[src/rtl/mem_arbiter.sv]
// Memory front-end: loads the font image, then a ROM byte stream, then arbitrates
// the single-port memory between the CPU and a read-only debug port (round-robin).
module mem_arbiter #(
  parameter logic [11:0] ROM_BASE  = 12'h200,
  parameter logic [11:0] FONT_BASE = 12'h000
) (
  input  logic        clk_in,
  input  logic        rst_in,
  input  logic        rom_valid,
  input  logic [7:0]  rom_data,
  input  logic        rom_last,
  output logic        rom_ready,
  input  logic        cpu_req,
  input  logic        cpu_we,
  input  logic [11:0] cpu_addr,
  input  logic [7:0]  cpu_wdata,
  output logic        cpu_gnt,
  output logic        cpu_rvalid,
  output logic [7:0]  cpu_rdata,
  input  logic        dbg_req,
  input  logic [11:0] dbg_addr,
  output logic        dbg_gnt,
  output logic        dbg_rvalid,
  output logic [7:0]  dbg_rdata,
  output logic [11:0] mem_addr,
  output logic        mem_we,
  output logic [7:0]  mem_wdata,
  input  logic [7:0]  mem_rdata,
  output logic        system_ready,
  output logic        rom_overflow,
  output logic [11:0] load_count
);

  typedef enum logic [1:0] {FONT, ROM, RUN} state_e;

  localparam int unsigned ROM_CAP = 32'd4096 - 32'(ROM_BASE);

  localparam logic [7:0] FONT_ROM [80] = '{
    8'hF0, 8'h90, 8'h90, 8'h90, 8'hF0,  8'h20, 8'h60, 8'h20, 8'h20, 8'h70,
    8'hF0, 8'h10, 8'hF0, 8'h80, 8'hF0,  8'hF0, 8'h10, 8'hF0, 8'h10, 8'hF0,
    8'h90, 8'h90, 8'hF0, 8'h10, 8'h10,  8'hF0, 8'h80, 8'hF0, 8'h10, 8'hF0,
    8'hF0, 8'h80, 8'hF0, 8'h90, 8'hF0,  8'hF0, 8'h10, 8'h20, 8'h40, 8'h40,
    8'hF0, 8'h90, 8'hF0, 8'h90, 8'hF0,  8'hF0, 8'h90, 8'hF0, 8'h10, 8'hF0,
    8'hF0, 8'h90, 8'hF0, 8'h90, 8'h90,  8'hE0, 8'h90, 8'hE0, 8'h90, 8'hE0,
    8'hF0, 8'h80, 8'h80, 8'h80, 8'hF0,  8'hE0, 8'h90, 8'h90, 8'h90, 8'hE0,
    8'hF0, 8'h80, 8'hF0, 8'h80, 8'hF0,  8'hF0, 8'h80, 8'hF0, 8'h80, 8'h80
  };

  state_e      state_q, state_d;
  logic [6:0]  font_idx_q, font_idx_d;
  logic [12:0] load_cnt_q, load_cnt_d;
  logic        rom_overflow_q, rom_overflow_d;
  logic        prio_dbg_q, prio_dbg_d;
  logic        cpu_rvalid_q, cpu_rvalid_d;
  logic        dbg_rvalid_q, dbg_rvalid_d;

  logic        rom_accept;
  logic        has_room;
  logic        mem_we_c;

  assign rom_accept = (state_q == ROM) && rom_valid;
  // 13-bit count so a zero ROM_BASE (4096-byte capacity) still compares correctly
  assign has_room   = ({19'd0, load_cnt_q} < ROM_CAP);

  always_ff @(posedge clk_in or negedge rst_in) begin
    if (!rst_in) begin
      state_q        <= FONT;
      font_idx_q     <= 7'd0;
      load_cnt_q     <= 13'd0;
      rom_overflow_q <= 1'b0;
      prio_dbg_q     <= 1'b0;
      cpu_rvalid_q   <= 1'b0;
      dbg_rvalid_q   <= 1'b0;
    end else begin
      state_q        <= state_d;
      font_idx_q     <= font_idx_d;
      load_cnt_q     <= load_cnt_d;
      rom_overflow_q <= rom_overflow_d;
      prio_dbg_q     <= prio_dbg_d;
      cpu_rvalid_q   <= cpu_rvalid_d;
      dbg_rvalid_q   <= dbg_rvalid_d;
    end
  end

  always_comb begin
    state_d = state_q;
    case (state_q)
      FONT:    if (font_idx_q == 7'd79) state_d = ROM;
      ROM:     if (rom_accept && rom_last) state_d = RUN;
      RUN:     state_d = RUN;
      default: state_d = FONT;
    endcase
  end

  // Grants are combinational; the pointer remembers who won last so a tie goes to the other side
  always_comb begin
    cpu_gnt = (state_q == RUN) && cpu_req && (!dbg_req || !prio_dbg_q);
    dbg_gnt = (state_q == RUN) && dbg_req && !cpu_gnt;

    prio_dbg_d = prio_dbg_q;
    if (cpu_gnt)      prio_dbg_d = 1'b1;
    else if (dbg_gnt) prio_dbg_d = 1'b0;

    cpu_rvalid_d = cpu_gnt && !cpu_we;
    dbg_rvalid_d = dbg_gnt;

    font_idx_d = (state_q == FONT) ? font_idx_q + 7'd1 : font_idx_q;

    load_cnt_d     = load_cnt_q;
    rom_overflow_d = rom_overflow_q;
    if (rom_accept) begin
      if (has_room) load_cnt_d     = load_cnt_q + 13'd1;
      else          rom_overflow_d = 1'b1;
    end
  end

  always_comb begin
    mem_we_c  = 1'b0;
    mem_addr  = 12'h000;
    mem_wdata = 8'h00;
    case (state_q)
      FONT: begin
        mem_we_c  = 1'b1;
        mem_addr  = FONT_BASE + {5'd0, font_idx_q};
        mem_wdata = FONT_ROM[font_idx_q];
      end
      ROM: begin
        mem_we_c  = rom_accept && has_room;
        mem_addr  = ROM_BASE + load_cnt_q[11:0];
        mem_wdata = rom_data;
      end
      RUN: begin
        if (cpu_gnt) begin
          mem_we_c  = cpu_we;
          mem_addr  = cpu_addr;
          mem_wdata = cpu_wdata;
        end else if (dbg_gnt) begin
          mem_addr  = dbg_addr;
        end
      end
      default: mem_we_c = 1'b0;
    endcase
  end

  // Gate with reset so no write is presented while the block is held in reset
  assign mem_we       = rst_in && mem_we_c;
  assign rom_ready    = (state_q == ROM);
  assign system_ready = (state_q == RUN);
  assign rom_overflow = rom_overflow_q;
  assign load_count   = load_cnt_q[12] ? 12'hFFF : load_cnt_q[11:0];
  assign cpu_rvalid   = cpu_rvalid_q;
  assign dbg_rvalid   = dbg_rvalid_q;
  assign cpu_rdata    = cpu_rvalid_q ? mem_rdata : 8'h00;
  assign dbg_rdata    = dbg_rvalid_q ? mem_rdata : 8'h00;

endmodule

[config.mk]
export PLATFORM = sky130hd
export DESIGN_NAME = mem_arbiter
export DESIGN_NICKNAME = d
export VERILOG_FILES = /design/src/rtl/mem_arbiter.sv
export SDC_FILE = /design/constraint.sdc
export NUM_CORES = 1
export LEC_CHECK = 0
export ABC_AREA = 1
export CAP_MARGIN = 5
export CORE_UTILIZATION = 38
export DETAILED_ROUTE_END_ITERATION = 12
export PLACE_DENSITY_LB_ADDON = 0.25
export SLEW_MARGIN = 25
export SYNTH_ARGS = -nofsm -noshare
export SYNTH_HDL_FRONTEND = slang
export SYNTH_SLANG_ARGS = --single-unit
[constraint.sdc]
create_clock -name clk_in -period 1.76 [get_ports clk_in]
set_input_delay 0.176 -clock clk_in [delete_from_list [all_inputs] [get_ports clk_in]]
set_output_delay 0.176 -clock clk_in [all_outputs]
set_load 0.1 [all_outputs]
==> results.cfg, run 1 <==
[logic_synthesis]
synth_fp_nets = 437
yosysUniqueCellTypes = 33
synthArstFlopShare_pct = 100.0
synth_top_area_cell = dfrtp_1
syn_area_mm2 = 0.002409
synth_area_leaders = dfrtp_1, nand2_1, ha_1, inv_1, nand3_1
synth_most_common_cell = nand2_1
synth-seq-cells = 26
synth_common_cells = nand2_1, inv_1, nand3_1
synth_edf_count = 0
yosysTopAreaCellShare_pct = 27.01
synthCells = 366
yosys_warnings = 0
avgSynthCellArea_um2 = 6.581
yosysSeqAreaShare_pct = 27.01
synth_ff_type = dfrtp_1

[sta]
crit_endpoint = mem_wdata[6]
worst_endpoint_kind = top-level output

[clock_tree]
clkSinkCount = 26
postCtsHoldBufs = 0
cts_buffers = 3
htree_num_levels = 1
clk_path_buf_depth = 2
root_buffer = clkbuf_8

[floorplan]
die_y_um = 81.62
num_rows = 28
die_w_um = 81.62
io_pins = 111
start_util_pct = 39.97

[status]
haltStage = global routing
status = stopped before the end
stop_error = [ERROR GRT-0232] Routing congestion too high. Check the congestion heatmap in the GUI.

[grt]
track_usage_pct = 68.33
grt_max_degree = 27
overflow = 26

[place]
pre_cts_slack_ns = -0.1525
hpwl_um = 7347
port_buffers = 110
place_congestion = 0.9054
[metal layers]
| metal | GRT overflow | GRT usage, % |
|---|---|---|
| met1 | 0 | 65.11 |
| met4 | 13 | 71.93 |
| met3 | 0 | 50.89 |
| met5 | 2 | 20.00 |
| met2 | 11 | 88.50 |
[through the flow]
step	util, %	std cells	instance area [um2]	hold slack, ns
after detailed placement	79.90	572	4815	0.4715
after global placement	79.90	572	4815	0.4621
after floorplan	-	366	2888	-0.1196
after CTS	91.86	603	5535	0.3960
[kinds of logic after synthesis]
| logic type | share of synthesized area (%) |
|---|---|
| XOR/XNOR | 5.818 |
| flip-flops | 27.01 |
| adder cells (fa/ha/maj) | 8.312 |
| AO/OA/AOI/OAI | 12.26 |
| AND/OR/NAND/NOR | 33.97 |
| buffers and inverters | 12.62 |
[repair_timing]
action                     CTS
pin swaps                   34
cloned                       3
resized for setup           97
buffers inserted            25
setup endpoints to repair   27
==> run 2: changes to the inputs <==
- CORE_UTILIZATION: 38 -> 40
- PLACE_DENSITY_LB_ADDON: 0.25 -> 0.15
- clock period: 1.76 -> 2.3 ns (I/O delays scaled with it)
==> run 2 against run 1 <==
The flow now finishes without violations. Area after synthesis did not move. Synthesized cell count did not move.
==> results.cfg, run 2 <==
[status]
status = finished, final reports clean

[floorplan]
num_rows = 27
coreArea_mm2 = 0.005642
io_pins = 111
start_util_pct = 42.69
die_w_um = 79.60
die_y_um = 79.60
dieArea_mm2 = 0.006335

[setup_path]
start_kind = flip-flop
end_kind = output port
required_ns = 2.07
crit_fanout = 5
critical_path_class = reg2out
arrival_ns = 2.00

[clock_tree]
clkSinkCount = 26
cts_tree = yes
root_buffer = clkbuf_8
clkTransAtPathRegs_ns = 0.10
htree_num_levels = 1
clk_path_buf_depth = 2
clock_latency_ns = 0.29
cts_buffers = 3

[logic_synthesis]
yosys_warnings = 0
yosysUniqueCellTypes = 33
yosysSeqAreaShare_pct = 27.01
synth-seq-cells = 26
synth_common_cells = nand2_1, inv_1, nand3_1
synthArstFlopShare_pct = 100.0
yosysTopAreaCellShare_pct = 27.01
synth_ff_type = dfrtp_1
synthCells = 366
synth_edf_count = 0
synth_area_leaders = dfrtp_1, nand2_1, ha_1, inv_1, nand3_1
synth_most_common_cell = nand2_1
syn_area_mm2 = 0.002409
avgSynthCellArea_um2 = 6.581
synth_fp_nets = 437
synth_top_area_cell = dfrtp_1

[worst_hold_path]
hold_class = in2async

[place]
dpl-instance-area_mm2 = 0.004083
pre_cts_slack_ns = 0.1611
hpwl_um = 6658
place_congestion = 0.9382
port_buffers = 110

[routing]
antenna_left = 0
drc = 0
vias = 2870
wl_per_cell_um = 15.80
finalWirelength_um = 8752
drt_pass1_iterations = 4
drt_iter0_drc = 187
routed_via_density = 5.181

[grt]
grt_max_degree = 27
grt_use_met1_pct = 32.25
met3_usage_pct = 3.771
overflow = 0
top_usage_layer = met2
met2_usage_pct = 51.62
track_usage_pct = 27.61
antenna_found_initial = 0
grt_pass1_vias = 2925
grt_pass1_wl_um = 13650

[final_layout]
fin_area_mm2 = 0.004354
fin_nets = 554
regMostFlops = load_cnt_q
largest_register_ffs = 13
final_cell_mix = nand2_1, clkdlybuf4s50_1, buf_4
layout-drive-gt1-share_pct = 30.71
antenna_cells = 0
largestRegisters = load_cnt_q (13), font_idx_q (7), state_q (2)
final_common_cell = nand2_1
postLayoutCoreUtil_pct = 77.18
area_delta_synth_final_pct = 80.78

[run]
drv_cap = 0

[power]
power_uw = 982.3
power.density_mw_per_mm2 = 225.6
max-vdd-ir-drop_v = 0.0002037
power.leakage_nw = 1.999

[sta]
worstMarginPinSlew_ns = 0.5902
skew_ns = 0.003535
maxSlewHeadroom_pct = 60.65
finalHoldViolCount = 0
fmax_mhz = 449.1
setup_viol = 0
final_max_slew_viol_count = 0
finalCritPeriodShare_pct = 96.81
tns_ns = 0
min_period_ns = 2.227
setup_slack_ns = 0.07347
[run 2: cell counts after synthesis]
Identical to the previous run, type by type.
[run 2: routing by layer]
layer	wire, um	share of wire (%)
met4	140	1.6
met3	385	4.4
met5	0	0
met2	4743	54
met1	3482	40
[run 2: what timing repair did]
item,in CTS,in global routing
cloned,0,0
gates resized for setup,7,33
buffers inserted,3,7
setup endpoints to repair,17,18
hold buffers,0,0
pin swaps,0,12
[run 2: cell families (layout without fill, tap and decap cells)]
group | after synthesis | in the layout | share of synthesized area, %
AO/OA/AOI/OAI | 48 | 48 | 12.26
adder cells (fa/ha/maj) | 16 | 16 | 8.312
AND/OR/NAND/NOR | 188 | 188 | 33.97
flip-flops | 26 | 26 | 27.01
buffers and inverters | 72 | 188 | 12.62
XOR/XNOR | 16 | 16 | 5.818
[run 2: critical path, stage by stage (launching register included)]
cell and delay [ns]:
dfrtp_1 0.43, buf_6 0.15, ha_4 0.16, nand2_2 0.08
o21ai_2 0.08, nand2_1 0.06, nand2_1 0.06, o22ai_1 0.21
nand2_2 0.11, a21oi_4 0.18, buf_12 0.19
[run 2: stage by stage]
step	cells	hold slack [ns]
final	554	0.3903
after floorplan	366	-0.06559
after global routing	554	0.4436
after global placement	540	0.4566
after detailed placement	540	0.4652
after CTS	547	0.4182
[run 2: final timing paths]
check                                          startpoint                    endpoint  slack, ns  depth (start not counted)
worst max-delay path            font_idx_q[0]$_DFFE_PN0N_                mem_wdata[6]       0.07                         10
worst min-delay path                               rst_in   load_cnt_q[4]$_DFFE_PN0P_       0.39                          2
worst max register to register     state_q[1]$_DFFE_PN0P_  load_cnt_q[10]$_DFFE_PN0P_       0.41                         10
worst min register to register   rom_overflow$_DFFE_PN0P_    rom_overflow$_DFFE_PN0P_       0.49                          1
max in group asynchronous                          rst_in   font_idx_q[1]$_DFFE_PN0N_       1.63                          2
min in group clk_in              rom_overflow$_DFFE_PN0P_    rom_overflow$_DFFE_PN0P_       0.49                          1
[run 2: area by class of cell]
class / instances / area, um2
clock buffer: 3 / 41.29
timing repair buffer: 131 / 1451
fill: 430 / 1287
sequential: 26 / 653.1
inverter: 53 / 209.0
clock inverter: 1 / 30.03
multi-input combinational: 268 / 1879
tap: 72 / 90.09
[run 2: power by group]
part / switching (mW) / internal, mW
clock: 0.173 / 0.234
sequential: 0 / 0.457
combinational: 0.0344 / 0.0848
No activity file was read; power rests on OpenSTA's default activity.
